==> src/rtl/odyssey_video_pkg.sv <==
// Shared types and default timing constants for the Odyssey video framer.
//
// Contents:
//   lock_state_t  - timing-lock FSM states
//   tint_t        - noise-colour tint selector encoding
//   DEF_*         - default active-window counter values
//   tint_channel  - per-channel tint mux helper
package odyssey_video_pkg;

  typedef enum logic [1:0] {
    SEARCH,
    MEASURE,
    LOCKED
  } lock_state_t;

  typedef enum logic [1:0] {
    TINT_WHITE,
    TINT_RED,
    TINT_GREEN,
    TINT_BLUE
  } tint_t;

  localparam int unsigned DEF_H_DE_START = 88;
  localparam int unsigned DEF_H_DE_END   = 1147;
  localparam int unsigned DEF_V_DE_START = 34;
  localparam int unsigned DEF_V_DE_END   = 240;

  // A channel carries the luminance when white is selected or when the tint names it.
  function automatic logic [7:0] tint_channel(input tint_t      sel,
                                              input tint_t      chan,
                                              input logic [7:0] video);
    return ((sel == TINT_WHITE) || (sel == chan)) ? video : 8'd0;
  endfunction

endpackage

==> src/rtl/odyssey_sync_edge.sv <==
// Falling-edge detector for the core's HSync, with VSync sampled on each HSync fall.
//
// Ports:
//   i_clk, i_reset_n - clock, asynchronous active-low reset
//   i_hsync, i_vsync - raw syncs from the core, active high
//   o_hs_d           - hsync delayed one clock (also the aligned hs output)
//   o_hs_fall        - hsync fell this cycle (combinational from the delay register)
//   o_vs_fall        - vsync was high at the previous hs_fall and is low at this one
module odyssey_sync_edge (
  input  logic i_clk,
  input  logic i_reset_n,
  input  logic i_hsync,
  input  logic i_vsync,
  output logic o_hs_d,
  output logic o_hs_fall,
  output logic o_vs_fall
);

  logic r_hs_d;
  logic r_vs_l;
  logic w_hs_fall;

  assign w_hs_fall = r_hs_d & ~i_hsync;

  always_ff @(posedge i_clk or negedge i_reset_n) begin
    if (!i_reset_n) begin
      r_hs_d <= 1'b0;
      r_vs_l <= 1'b0;
    end else begin
      r_hs_d <= i_hsync;
      if (w_hs_fall) begin
        r_vs_l <= i_vsync;
      end
    end
  end

  assign o_hs_d    = r_hs_d;
  assign o_hs_fall = w_hs_fall;
  // Evaluated against the vsync level latched on the previous line, so a vsync that
  // drops in the same cycle as hsync still registers on this line.
  assign o_vs_fall = w_hs_fall & r_vs_l & ~i_vsync;

endmodule

==> src/rtl/odyssey_video_framer.sv <==
// Video framer between the Odyssey core's raw sync/video and the VGA outputs.
// Generates HBlank/VBlank/DE from sync-aligned counters, measures line period and
// lines per frame, tracks timing lock, and applies the tint. All video outputs are
// registered with one clock of latency so sync and pixels stay aligned.
//
// Optional build macro: ODYSSEY_FRAMER_LOCK_GATE_EN
//   defined   - de and r/g/b are held at 0 while o_locked is low
//   undefined - de and r/g/b ignore lock; o_locked is still generated
//
// Ports:
//   i_clk, i_reset_n   - clock (pixel enable every cycle), async active-low reset
//   i_hsync, i_vsync   - raw syncs, active high
//   i_video, i_tint    - luminance and tint select (0 white, 1 red, 2 green, 3 blue)
//   o_hblank, o_vblank - registered blanking
//   o_de               - registered ~(hblank | vblank)
//   o_hs, o_vs         - syncs delayed to match
//   o_r, o_g, o_b      - tinted video
//   o_line_period      - last measured clocks per line
//   o_frame_lines      - last measured lines per frame
//   o_locked           - timing stable
module odyssey_video_framer
  import odyssey_video_pkg::*;
#(
  parameter int unsigned CNT_W      = 12,
  parameter int unsigned H_DE_START = DEF_H_DE_START,
  parameter int unsigned H_DE_END   = DEF_H_DE_END,
  parameter int unsigned V_DE_START = DEF_V_DE_START,
  parameter int unsigned V_DE_END   = DEF_V_DE_END,
  parameter int unsigned LOCK_LINES = 4
) (
  input  logic             i_clk,
  input  logic             i_reset_n,
  input  logic             i_hsync,
  input  logic             i_vsync,
  input  logic [7:0]       i_video,
  input  logic [1:0]       i_tint,
  output logic             o_hblank,
  output logic             o_vblank,
  output logic             o_de,
  output logic             o_hs,
  output logic             o_vs,
  output logic [7:0]       o_r,
  output logic [7:0]       o_g,
  output logic [7:0]       o_b,
  output logic [CNT_W-1:0] o_line_period,
  output logic [CNT_W-1:0] o_frame_lines,
  output logic             o_locked
);

  localparam logic [CNT_W-1:0] CntMax = {CNT_W{1'b1}};
  localparam logic [CNT_W-1:0] HStart = CNT_W'(H_DE_START);
  localparam logic [CNT_W-1:0] HEnd   = CNT_W'(H_DE_END);
  localparam logic [CNT_W-1:0] VStart = CNT_W'(V_DE_START);
  localparam logic [CNT_W-1:0] VEnd   = CNT_W'(V_DE_END);

  localparam int unsigned     MatchW   = (LOCK_LINES > 1) ? $clog2(LOCK_LINES) : 1;
  localparam logic [MatchW-1:0] MatchTop = MatchW'(LOCK_LINES - 1);

  // Sync edges
  logic w_hs_d;
  logic w_hs_fall;
  logic w_vs_fall;

  odyssey_sync_edge u_sync_edge (
    .i_clk     (i_clk),
    .i_reset_n (i_reset_n),
    .i_hsync   (i_hsync),
    .i_vsync   (i_vsync),
    .o_hs_d    (w_hs_d),
    .o_hs_fall (w_hs_fall),
    .o_vs_fall (w_vs_fall)
  );

  // Counters and measurements
  logic [CNT_W-1:0] r_hcnt;
  logic [CNT_W-1:0] r_vcnt;
  logic [CNT_W-1:0] r_line_period;
  logic [CNT_W-1:0] r_frame_lines;
  logic             w_hcnt_sat;
  logic [CNT_W-1:0] w_hcnt_inc;
  logic [CNT_W-1:0] w_vcnt_inc;

  assign w_hcnt_sat = (r_hcnt == CntMax);
  // Saturating increments double as the "count + 1" measurement values.
  assign w_hcnt_inc = w_hcnt_sat ? r_hcnt : r_hcnt + CNT_W'(1);
  assign w_vcnt_inc = (r_vcnt == CntMax) ? r_vcnt : r_vcnt + CNT_W'(1);

  always_ff @(posedge i_clk or negedge i_reset_n) begin
    if (!i_reset_n) begin
      r_hcnt        <= '0;
      r_vcnt        <= '0;
      r_line_period <= '0;
      r_frame_lines <= '0;
    end else if (w_hs_fall) begin
      r_hcnt        <= '0;
      r_line_period <= w_hcnt_inc;
      if (w_vs_fall) begin
        r_vcnt        <= '0;
        r_frame_lines <= w_vcnt_inc;
      end else begin
        r_vcnt <= w_vcnt_inc;
      end
    end else begin
      r_hcnt <= w_hcnt_inc;
    end
  end

  // Blanking: edge-triggered on counter values and held otherwise, so counter
  // clears never disturb the current level.
  logic w_hblank_d;
  logic w_vblank_d;

  always_comb begin
    w_hblank_d = o_hblank;
    if (r_hcnt == HStart) begin
      w_hblank_d = 1'b0;
    end else if (r_hcnt == HEnd) begin
      w_hblank_d = 1'b1;
    end
  end

  always_comb begin
    w_vblank_d = o_vblank;
    if (r_vcnt == VStart) begin
      w_vblank_d = 1'b0;
    end else if (r_vcnt == VEnd) begin
      w_vblank_d = 1'b1;
    end
  end

  // Output pipeline stage
  logic       r_de;
  logic       r_vs;
  logic [7:0] r_r;
  logic [7:0] r_g;
  logic [7:0] r_b;
  tint_t      w_tint;

  assign w_tint = tint_t'(i_tint);

  always_ff @(posedge i_clk or negedge i_reset_n) begin
    if (!i_reset_n) begin
      o_hblank <= 1'b1;
      o_vblank <= 1'b1;
      r_de     <= 1'b0;
      r_vs     <= 1'b0;
      r_r      <= 8'd0;
      r_g      <= 8'd0;
      r_b      <= 8'd0;
    end else begin
      o_hblank <= w_hblank_d;
      o_vblank <= w_vblank_d;
      r_de     <= ~(w_hblank_d | w_vblank_d);
      r_vs     <= i_vsync;
      r_r      <= tint_channel(w_tint, TINT_RED, i_video);
      r_g      <= tint_channel(w_tint, TINT_GREEN, i_video);
      r_b      <= tint_channel(w_tint, TINT_BLUE, i_video);
    end
  end

  // Lock FSM
  lock_state_t      r_state;
  logic [MatchW-1:0] r_match;
  logic [CNT_W-1:0] r_ref_lines;
  logic             r_ref_valid;
  logic             r_locked;
  logic             w_lp_eq;
  logic             w_fl_eq;

  assign w_lp_eq = (w_hcnt_inc == r_line_period);
  assign w_fl_eq = (w_vcnt_inc == r_ref_lines);

  always_ff @(posedge i_clk or negedge i_reset_n) begin
    if (!i_reset_n) begin
      r_state     <= SEARCH;
      r_match     <= '0;
      r_ref_lines <= '0;
      r_ref_valid <= 1'b0;
      r_locked    <= 1'b0;
    end else if (w_hcnt_sat && !w_hs_fall) begin
      // No hsync for a full counter range: timing is lost.
      r_state     <= SEARCH;
      r_match     <= '0;
      r_ref_valid <= 1'b0;
      r_locked    <= 1'b0;
    end else if (w_hs_fall) begin
      case (r_state)
        SEARCH: begin
          r_state     <= MEASURE;
          r_match     <= '0;
          r_ref_valid <= 1'b0;
        end
        MEASURE: begin
          if (!w_lp_eq) begin
            r_match     <= '0;
            r_ref_valid <= 1'b0;
          end else if (r_match != MatchTop) begin
            r_match <= r_match + MatchW'(1);
          end else if (w_vs_fall) begin
            // First frame boundary after line stability captures the reference;
            // a second matching frame confirms lock.
            if (r_ref_valid && w_fl_eq) begin
              r_state  <= LOCKED;
              r_locked <= 1'b1;
            end else begin
              r_ref_lines <= w_vcnt_inc;
              r_ref_valid <= 1'b1;
            end
          end
        end
        LOCKED: begin
          if (!w_lp_eq || (w_vs_fall && !w_fl_eq)) begin
            r_state     <= SEARCH;
            r_match     <= '0;
            r_ref_valid <= 1'b0;
            r_locked    <= 1'b0;
          end
        end
        default: begin
          r_state  <= SEARCH;
          r_locked <= 1'b0;
        end
      endcase
    end
  end

  assign o_hs          = w_hs_d;
  assign o_vs          = r_vs;
  assign o_line_period = r_line_period;
  assign o_frame_lines = r_frame_lines;
  assign o_locked      = r_locked;

`ifdef ODYSSEY_FRAMER_LOCK_GATE_EN
  // Gate after the register so pixels never leak in a cycle where locked is low.
  assign o_de = r_de & r_locked;
  assign o_r  = r_locked ? r_r : 8'd0;
  assign o_g  = r_locked ? r_g : 8'd0;
  assign o_b  = r_locked ? r_b : 8'd0;
`else
  assign o_de = r_de;
  assign o_r  = r_r;
  assign o_g  = r_g;
  assign o_b  = r_b;
`endif

endmodule

==> config.mk <==
export PLATFORM = sky130hd
export DESIGN_NAME = odyssey_video_framer
export DESIGN_NICKNAME = d
export VERILOG_FILES = /design/src/rtl/odyssey_video_pkg.sv /design/src/rtl/odyssey_sync_edge.sv /design/src/rtl/odyssey_video_framer.sv
export SDC_FILE = /design/constraint.sdc
export NUM_CORES = 1
export LEC_CHECK = 0
export ABC_AREA = 1
export CAP_MARGIN = 10
export CORE_MARGIN = 10
export CORE_UTILIZATION = 50
export DETAILED_ROUTE_END_ITERATION = 8
export PLACE_DENSITY_LB_ADDON = 0.25
export SYNTH_ARGS = -nofsm -noshare
export SYNTH_HDL_FRONTEND = slang
export SYNTH_SLANG_ARGS = --single-unit
export TNS_END_PERCENT = 20
==> constraint.sdc <==
create_clock -name i_clk -period 2.4 [get_ports i_clk]
set_clock_uncertainty 0.05 [all_clocks]
set_input_delay 0.48 -clock i_clk [delete_from_list [all_inputs] [get_ports i_clk]]
set_output_delay 0.48 -clock i_clk [all_outputs]
set_load 0.05 [all_outputs]
==> metrics.md, run 1 <==
| Metric | Value |
|---|---|
| Required time of the worst setup path | `between 2 and 3 ns` |
| Share of the synthesized area in the top cell type | `around 44%` |
| Register clock-pin slew on the reported worst setup and hold paths | `around 0.1 ns` |
| Vertical extent of the die | `~120 um` |
| Slew of the pin with the lowest slew margin | `around 0.55 ns` |
| Syn. warnings | `0` |
| Number of synthesized flops with an enable pin | `0` |
| Setup repair after global routing missed its margin | `true` |
| Source-to-sink clock delay at the later pin of the worst-skew pair | `0.38 ns` |
| Top-count cell post-synth | `nand2_1` |
| Outcome | `finished, violations left` |
| Pin count of the biggest net entering global routing | `42` |
| Worst hold slack after final layout | `between 0.4 and 0.5 ns` |
| Startpoint of the lowest-slack hold path | `o_vblank` |
| Num rows | `37` |
| Number of antenna repair diodes | `0` |
| Hold Vio Cnt, Final | `0` |
| Arrival time worst endpoint | `~2.8 ns` |
| Net count after synthesis | `about 720` |
| Violations in the final reports | `negative setup slack` |
| Final period utilization | `105.0%` |
| # DRC | `0` |
| Yosys cell types | `36` |
| Type of element launching the critical path | `register` |
| Async set or reset register ratio after synthesis | `100.0%` |
| Leading post-synthesis cells by cell area | `dfrtp_1 44%, nand2_1 13%, inv_1 6.8%` |
| Share of total power consumed by net switching | `between 40% and 50%` |
| Worst-case vdd ir drop | `between 0.0005 and 0.0006 V` |
| Largest family of logic cells by synthesized area | `simple AND/OR/NAND/NOR gates` |
| Cell chain of the critical path | `ha_4, inv_2, nor2_4, buf_12, buf_6, nand4_1, nand2_1, nand2_1, nand2_1, nand3_1, nor2_2, nand2_1, nand2_1, inv_1, nor2_2, nor2_4, nand2_2, nand2_1, o21ai_1` |
| Total Nets Final | `approximately 860` |
| Most common library cells after synthesis | `186 x nand2_1, 96 x inv_1, 94 x dfrtp_1` |
| Achievable clock frequency | `slightly below 400 MHz` |
| Post-detailed-routing wire length | `around 16 mm` |
| Number of register bits inferred by synthesis | `96` |
| Filler instances | `around 810` |
| Number of vias per cell after detailed routing | `5.398` |
| Ratio of cells with drive above 1 in the final layout | `approximately a quarter` |
| Worst-case setup margin in the final layout | `-0.1208 ns` |
| Dominant cell type by count on the critical path | `nand2_1` |
| Part of the Yosys area used for sequential elements | `between 40% and 50%` |
| Type of the worst min-delay path | `reg -> reg` |
| Cell at the root of the clock tree | `clkbuf_8` |
| Overflow left after global routing | `0` |
| Cells after synthesis | `695` |
| Initial standard-cell utilization of the core | `approximately half` |
| Power Dens Cells | `about 800 nW/um^2` |
| Highest cell delay on the worst timing path | `around 0.43 ns` |
| Basic-gate share of the synthesized area counting and, or, nand and nor cells | `34.58%` |
| Die width | `123.0 um` |
| Sink count of the clock tree | `96` |
| Slew Viols, Final | `0` |
| Final instance area | `about 7300 sq um` |
| Initial drt markers | `423` |
| Total leakage power | `~3.5 nW` |
| Internal | `roughly 0.0033 W` |
| Final setup violation count | `18` |
| Maximum fanout along the worst path | `7` |
| Remaining antenna violation count after routing | `0` |
| H-Tree Level Count | `3` |
| Maximum count of clock buffers along a single path | `2` |
| CP startpoint | `r_vcnt[0]` |
| Worst slew margin relative to its limit | `between 60% and 70%` |
| Type of the setup path with the least slack | `reg -> reg` |
| Setup TNS | `-1.219 ns` |
| Cell Area, Synth | `5304 sq um` |
| Number of buffer cells added on primary ports | `67` |
| Antenna violations before repair | `0` |
| # Max-Cap Violations | `0` |
| Die area | `around 15000 sq um` |
| Post-route minimum period | `between 2 and 3 ns` |
| Via count of the first global-routing pass | `just over 5000` |
| Adder and majority gate portion of the synthesized area | `2.123%` |
| Global placer's final weighted congestion | `0.9084` |
| Placed Area | `about 6500 sq um` |
| Critical R2R Launch | `r_vcnt[0]` |
| Area fraction in compound gates after synthesis | `under 10%` |
| Clock buffer count from CTS | `9` |
| Multiplexer fraction of the synthesized cell area | `0%` |
| Average footprint of a synthesized cell | `7.631 sq um` |
| Wire length of the first global-routing pass | `23.75 mm` |
| Count of vias placed by the detailed router | `5263` |
| Clock network power share | `between 10% and 20%` |
| Sequential standard cell area | `between 2000 and 2500 sq um` |
| Part of the total power dissipated in sequential elements | `between 30% and 40%` |
| Critical path's slowest cell | `dfrtp_1` |
| HPWL reported at the end of detailed placement | `~11 mm` |
| Placeable core region | `10320 sq um` |
| Xor/xnor cell area share of the yosys netlist | `less than 1%` |
| Top flip-flop cell by instance count after synthesis | `dfrtp_1` |
| Combinational cell fraction of total power | `between 40% and 50%` |
| First-pass iteration count of the detailed router | `5` |
| Yosys top cell by area | `dfrtp_1` |
| Switching power | `around 0.0025 W` |
| I/O pins | `about 70` |
| Endpoint class of the critical path | `register` |
| Drt wl/cell | `15.96 um` |
| Multi-input logic area | `roughly 2700 sq um` |
| Synth-to-layout area growth | `37.65%` |
| Combined global-route utilization of all metal layers | `just under 20%` |
| TritonCTS clock tree | `done` |
-- placed cells by master (no fill, tap or decap), drive strengths merged, types with 12 or more instances in the layout --
cell           instances
nand4                 22
clkdlybuf4s50         66
buf                   70
o22ai                 12
dfrtp                 94
nand2                203
nand3                 66
inv                  101
nor2                  96
o21ai                 47
clkbuf                14
-- kinds of logic after synthesis --
kind of cell             after synthesis
AO/OA/AOI/OAI                         76
XOR/XNOR                               3
AND/OR/NAND/NOR                      396
flip-flops                            96
adder cells (fa/ha/maj)                9
buffers and inverters                115
-- final cells by class --
class | instances | area share (%)
tap | 136 | 2.331
multi-input combinational | 487 | 37.48
clock inverter | 6 | 1.028
clock buffer | 10 | 1.885
timing repair buffer | 141 | 19.19
sequential | 96 | 32.99
inverter | 99 | 5.090
-- path summary, 6_finish.rpt --
check,to,slack [ns],depth (start not counted)
min,o_vblank,0.44,2
min in group asynchronous,r_vcnt[6],0.53,2
min reg2reg,o_vblank,0.44,2
max reg2reg,r_match[1],-0.12,19
max,r_match[1],-0.12,19
max in group asynchronous,r_hcnt[3],1.07,3
-- flip-flops by register name, summed over array words and instances, names as in the netlist, 2 cells and up --
name and count:
r_ref_lines 12, r_hcnt 12, r_state 2, o_frame_lines 12
o_b 8, r_match 2, o_line_period 12, o_g 8
r_vcnt 12, o_r 8
-- metal layers --
| metal | GRT usage (%) | vias to the layer above | part of all wire (%) |
|---|---|---|---|
| met5 | 0 | - | 0 |
| met3 | 7.110 | 29 | 11 |
| met2 | 31.12 | 229 | 47 |
| met4 | 4.585 | 0 | 1.5 |
| li1 | - | 2499 | - |
| met1 | 24.73 | 2506 | 40 |
-- worst max-delay path, delay by kind of cell, from the launching register on --
family,cells,cell delay [ns]
compound gates,1,0.07
fa+ha+maj,1,0.17
buf+inv,4,0.33
flops,1,0.43
simple gates,13,1.39
-- what timing repair did --
item / in CTS / in global routing
hold endpoints to repair: 27 / 0
gates cloned: 1 / 6
gates resized for setup: 13 / 65
pin swaps: 3 / 44
buffers inserted: 0 / 11
hold buffers: 1 / 0
setup endpoints to repair: 18 / 18
-- power groups by stage --
stage	Sequential [W]	Combinational, W	Clock (W)
after global routing	0.00212	0.00290	0.00122
after CTS	0.00205	0.00251	0.00116
after detailed placement	0.00208	0.00247	0
final	0.00209	0.00266	0.00113
after global placement	0.00206	0.00241	0
after floorplan	0.00251	0.00109	0
-- per-stage QoR --
step | instances | total power [W] | worst slack (ns) | util (%)
after CTS | 958 | 0.005713 | -0.02349 | 65.88
after global placement | 940 | 0.004475 | 0.005927 | 63.19
after detailed placement | 940 | 0.004543 | -0.1037 | 63.19
final | 975 | 0.005880 | -0.1208 | 70.72
after floorplan | 695 | 0.003599 | 0.002448 | -
after global routing | 975 | 0.006247 | -0.4025 | 70.72
(Power assumes the default switching activity.)
==> run 2: changes to the inputs <==
--- a/config.mk
+++ b/config.mk
@@ -7,9 +7,12 @@
 export LEC_CHECK = 0
 export ABC_AREA = 1
 export CAP_MARGIN = 10
+export CELL_PAD_IN_SITES_DETAIL_PLACEMENT = 1
+export CELL_PAD_IN_SITES_GLOBAL_PLACEMENT = 2
 export CORE_MARGIN = 10
-export CORE_UTILIZATION = 50
+export CORE_UTILIZATION = 29
 export DETAILED_ROUTE_END_ITERATION = 8
+export HOLD_SLACK_MARGIN = 0.15
 export PLACE_DENSITY_LB_ADDON = 0.25
 export SYNTH_ARGS = -nofsm -noshare
 export SYNTH_HDL_FRONTEND = slang
==> run 2 against run 1 <==
Net effect:
- the flow still finishes with violations (negative setup slack)
- non-clock buffer count rose by 42
- sequential cell count unchanged
- highest routed layer unchanged
- combinational power grew 15%
- critical path depth shrank 2
- critical endpoint is now r_ref_lines[1]
- register-to-register slack hardly changed
- wire length increased by 17%
- sequential share of layout area decreased by 1.7 points
- clock-buffer cell count is the same
- utilization shrank 28 points
- cell area is 5.4% higher
- hold slack improved by 0.0040 ns
==> metrics.md, run 2 (synthesized netlist as in run 1, its figures left out) <==
| Metric | Value |
|---|---|
| Die area | `24100 sq um (+59%)` |
| Global placer's final weighted congestion | `0.9041 (-0.47%)` |
| Via count of the first global-routing pass | `5664 (+12%)` |
| Maximum count of clock buffers along a single path | `2 (unchanged)` |
| Remaining antenna violation count after routing | `0 (unchanged)` |
| Critical R2R Launch | `r_hcnt[0]` |
| Total leakage power | `3.714 nW (+6.8%)` |
| Source-to-sink clock delay at the later pin of the worst-skew pair | `0.36 ns (-0.02 ns)` |
| Total power consumption of the routed design | `0.006622 W (+13%)` |
| Number of antenna repair diodes | `0 (unchanged)` |
| Endpoint class of the critical path | `register` |
| Startpoint of the lowest-slack hold path | `o_frame_lines[9]` |
| Arrival time worst endpoint | `2.71 ns (-0.06 ns)` |
| Initial drt markers | `197 (-53%)` |
| Number of vias per cell after detailed routing | `4.718 (-13%)` |
| Final period utilization | `104.8% (-0.24 points)` |
| Combined global-route utilization of all metal layers | `15.16% (-4.3 points)` |
| Overflow left after global routing | `0 (unchanged)` |
| Post-detailed-routing wire length | `18.14 mm (+17%)` |
| Placeable core region | `17960 sq um (+74%)` |
| Final instance area | `7697 sq um (+5.4%)` |
| Die width | `155.2 um (+26%)` |
| Total Nets Final | `897 (+4.7%)` |
| Pin count of the biggest net entering global routing | `40 (-4.8%)` |
| I/O pins | `68 (unchanged)` |
| Ratio of cells with drive above 1 in the final layout | `26.96% (+3.0 points)` |
| Type of the worst min-delay path | `reg -> reg` |
| Critical path's slowest cell | `dfrtp_1` |
| Drt wl/cell | `16.37 um (+2.6%)` |
| Type of element launching the critical path | `register` |
| Hold Vio Cnt, Final | `0 (unchanged)` |
| Sink count of the clock tree | `96 (unchanged)` |
| Count of vias placed by the detailed router | `5227 (-0.68%)` |
| Slew of the pin with the lowest slew margin | `0.5465 ns (-0.001479 ns)` |
| HPWL reported at the end of detailed placement | `13.93 mm (+28%)` |
| Slew Viols, Final | `0 (unchanged)` |
| Highest cell delay on the worst timing path | `0.41 ns (-0.02 ns)` |
| CP startpoint | `r_hcnt[0]` |
| Power Dens Cells | `860.3 nW/um^2 (+6.8%)` |
| Violations in the final reports | `negative setup slack` |
| Vertical extent of the die | `155.2 um (+26%)` |
| Antenna violations before repair | `0 (unchanged)` |
| Outcome | `finished, violations left` |
| Initial standard-cell utilization of the core | `29.53% (-22 points)` |
| Worst-case vdd ir drop | `0.0004454 V (-24%)` |
| Synth-to-layout area growth | `45.13%` |
| # DRC | `0 (unchanged)` |
| TritonCTS clock tree | `done` |
| Dominant cell type by count on the critical path | `nand2_2` |
| Filler instances | `2162 (+170%)` |
| Count of buffer and inverter cells on the critical path | `3 (-1)` |
| Post-route minimum period | `2.515 ns (-0.005873 ns)` |
| Cell at the root of the clock tree | `clkbuf_16` |
| Worst-case setup margin in the final layout | `-0.1149 ns (+0.005873 ns)` |
| Required time of the worst setup path | `2.60 ns (-0.05 ns)` |
| Register clock-pin slew on the reported worst setup and hold paths | `0.07 ns (-0.03 ns)` |
| Achievable clock frequency | `397.6 MHz (+0.23%)` |
| Wire length of the first global-routing pass | `29.48 mm (+24%)` |
| Type of the setup path with the least slack | `reg -> reg` |
| Most frequent standard cell in the layout excluding fill and tap cells | `nand2_1` |
| Kind of cell adding the most delay to the critical path | `simple AND/OR/NAND/NOR gates` |
| Maximum fanout along the worst path | `25 (+18)` |
| Cell chain of the critical path | `ha_4, nand2_4, nor2_4, nand3_4, buf_6, buf_4, nand2_2, nand2_2, nand2_2, nand3_2, nor2_2, nand2_2, nor2_4, nand4_4, buf_12, nand2_1, o21ai_2` |
| Setup repair after global routing missed its margin | `true` |
| Clock buffer count from CTS | `9 (unchanged)` |
| Final setup violation count | `18 (unchanged)` |
| H-Tree Level Count | `3 (unchanged)` |
| # Max-Cap Violations | `0 (unchanged)` |
| Num rows | `49 (+32%)` |
| Top library cells by usage in the layout, fill and taps aside | `166 x nand2_1, 103 x buf_4, 96 x inv_1` |
| Worst slew margin relative to its limit | `63.46% (+0.099 points)` |
| First-pass iteration count of the detailed router | `4 (-1)` |
| Placed Area | `6938 sq um (+6.3%)` |
| Number of buffer cells added on primary ports | `67 (unchanged)` |
-- run 2: cell types whose count changed in the layout (fill, tap and decap cells not counted), sizes merged --
cell,change
buf,+45
clkbuf,-3
clkinv,-1
inv,+1
nand3,-2
-- run 2: worst paths after layout --
kind / endpoint / slack, ns / depth (start not counted)
worst max-delay path: r_ref_lines[1] / -0.11 / 17
worst min-delay path: o_frame_lines[9] / 0.45 / 2
worst max register to register: r_ref_lines[1] / -0.11 / 17
worst min register to register: o_frame_lines[9] / 0.45 / 2
max in group asynchronous: o_b[4] / 1.02 / 3
min in group asynchronous: o_frame_lines[7] / 0.56 / 2
-- run 2: layout make-up --
type                       instances  area (sq um)  share of cell area (%)
inverter                          99         371.6                   4.828
clock buffer                      10         239.0                   3.105
multi-input combinational        485          2674                   34.74
clock inverter                     6         72.57                  0.9428
sequential                        96          2406                   31.26
tap                              229         286.5                   3.722
timing repair buffer             183          1648                   21.41
-- run 2: worst register-to-register path: cells and delay by family (launching register included) --
kind,cells,cell delay [ns]
buffers and inverters,3,0.48
AND/OR/NAND/NOR,12,1.25
adder cells (fa/ha/maj),1,0.19
flip-flops,1,0.41
AO/OA/AOI/OAI,1,0.05
-- run 2: power breakdown --
group	total, W	internal [W]	switching, W
combinational	0.00306	0.00123	0.00184
sequential	0.00204	0.00185	0.000188
clock	0.00152	0.000850	0.000672
-- run 2: metal layers --
metal	vias up	share of wire [%]	GRT usage, %
met1	2536	45	18.99
li1	2575	-	-
met4	0	1.6	4.724
met5	-	0	0
met3	22	7.2	5.156
met2	94	47	24.04
-- run 2: per-stage QoR --
stage / std cells / setup slack [ns] / hold slack [ns] / setup TNS, ns / utilization, %
final: 1108 / -0.1149 / 0.4487 / -1.417 / 42.85
after global routing: 1108 / -0.2534 / 0.4880 / -4.168 / 42.85
after CTS: 1102 / -0.004375 / 0.4525 / -0.008831 / 41.85
after detailed placement: 1071 / -0.2554 / 0.4291 / -3.514 / 38.62
after global placement: 1071 / -0.1684 / 0.4159 / -1.779 / 38.62
after floorplan: 695 / 0.002448 / 0.1344 / 0 / -
-- run 2: timing repair --
item	CTS	global route
setup endpoints to repair	18	18
endpoints found under the hold margin	31	0
gates resized for setup	40	28
hold buffers	1	0
setup buffers	13	5
cloned	1	1
pin swaps	18	22
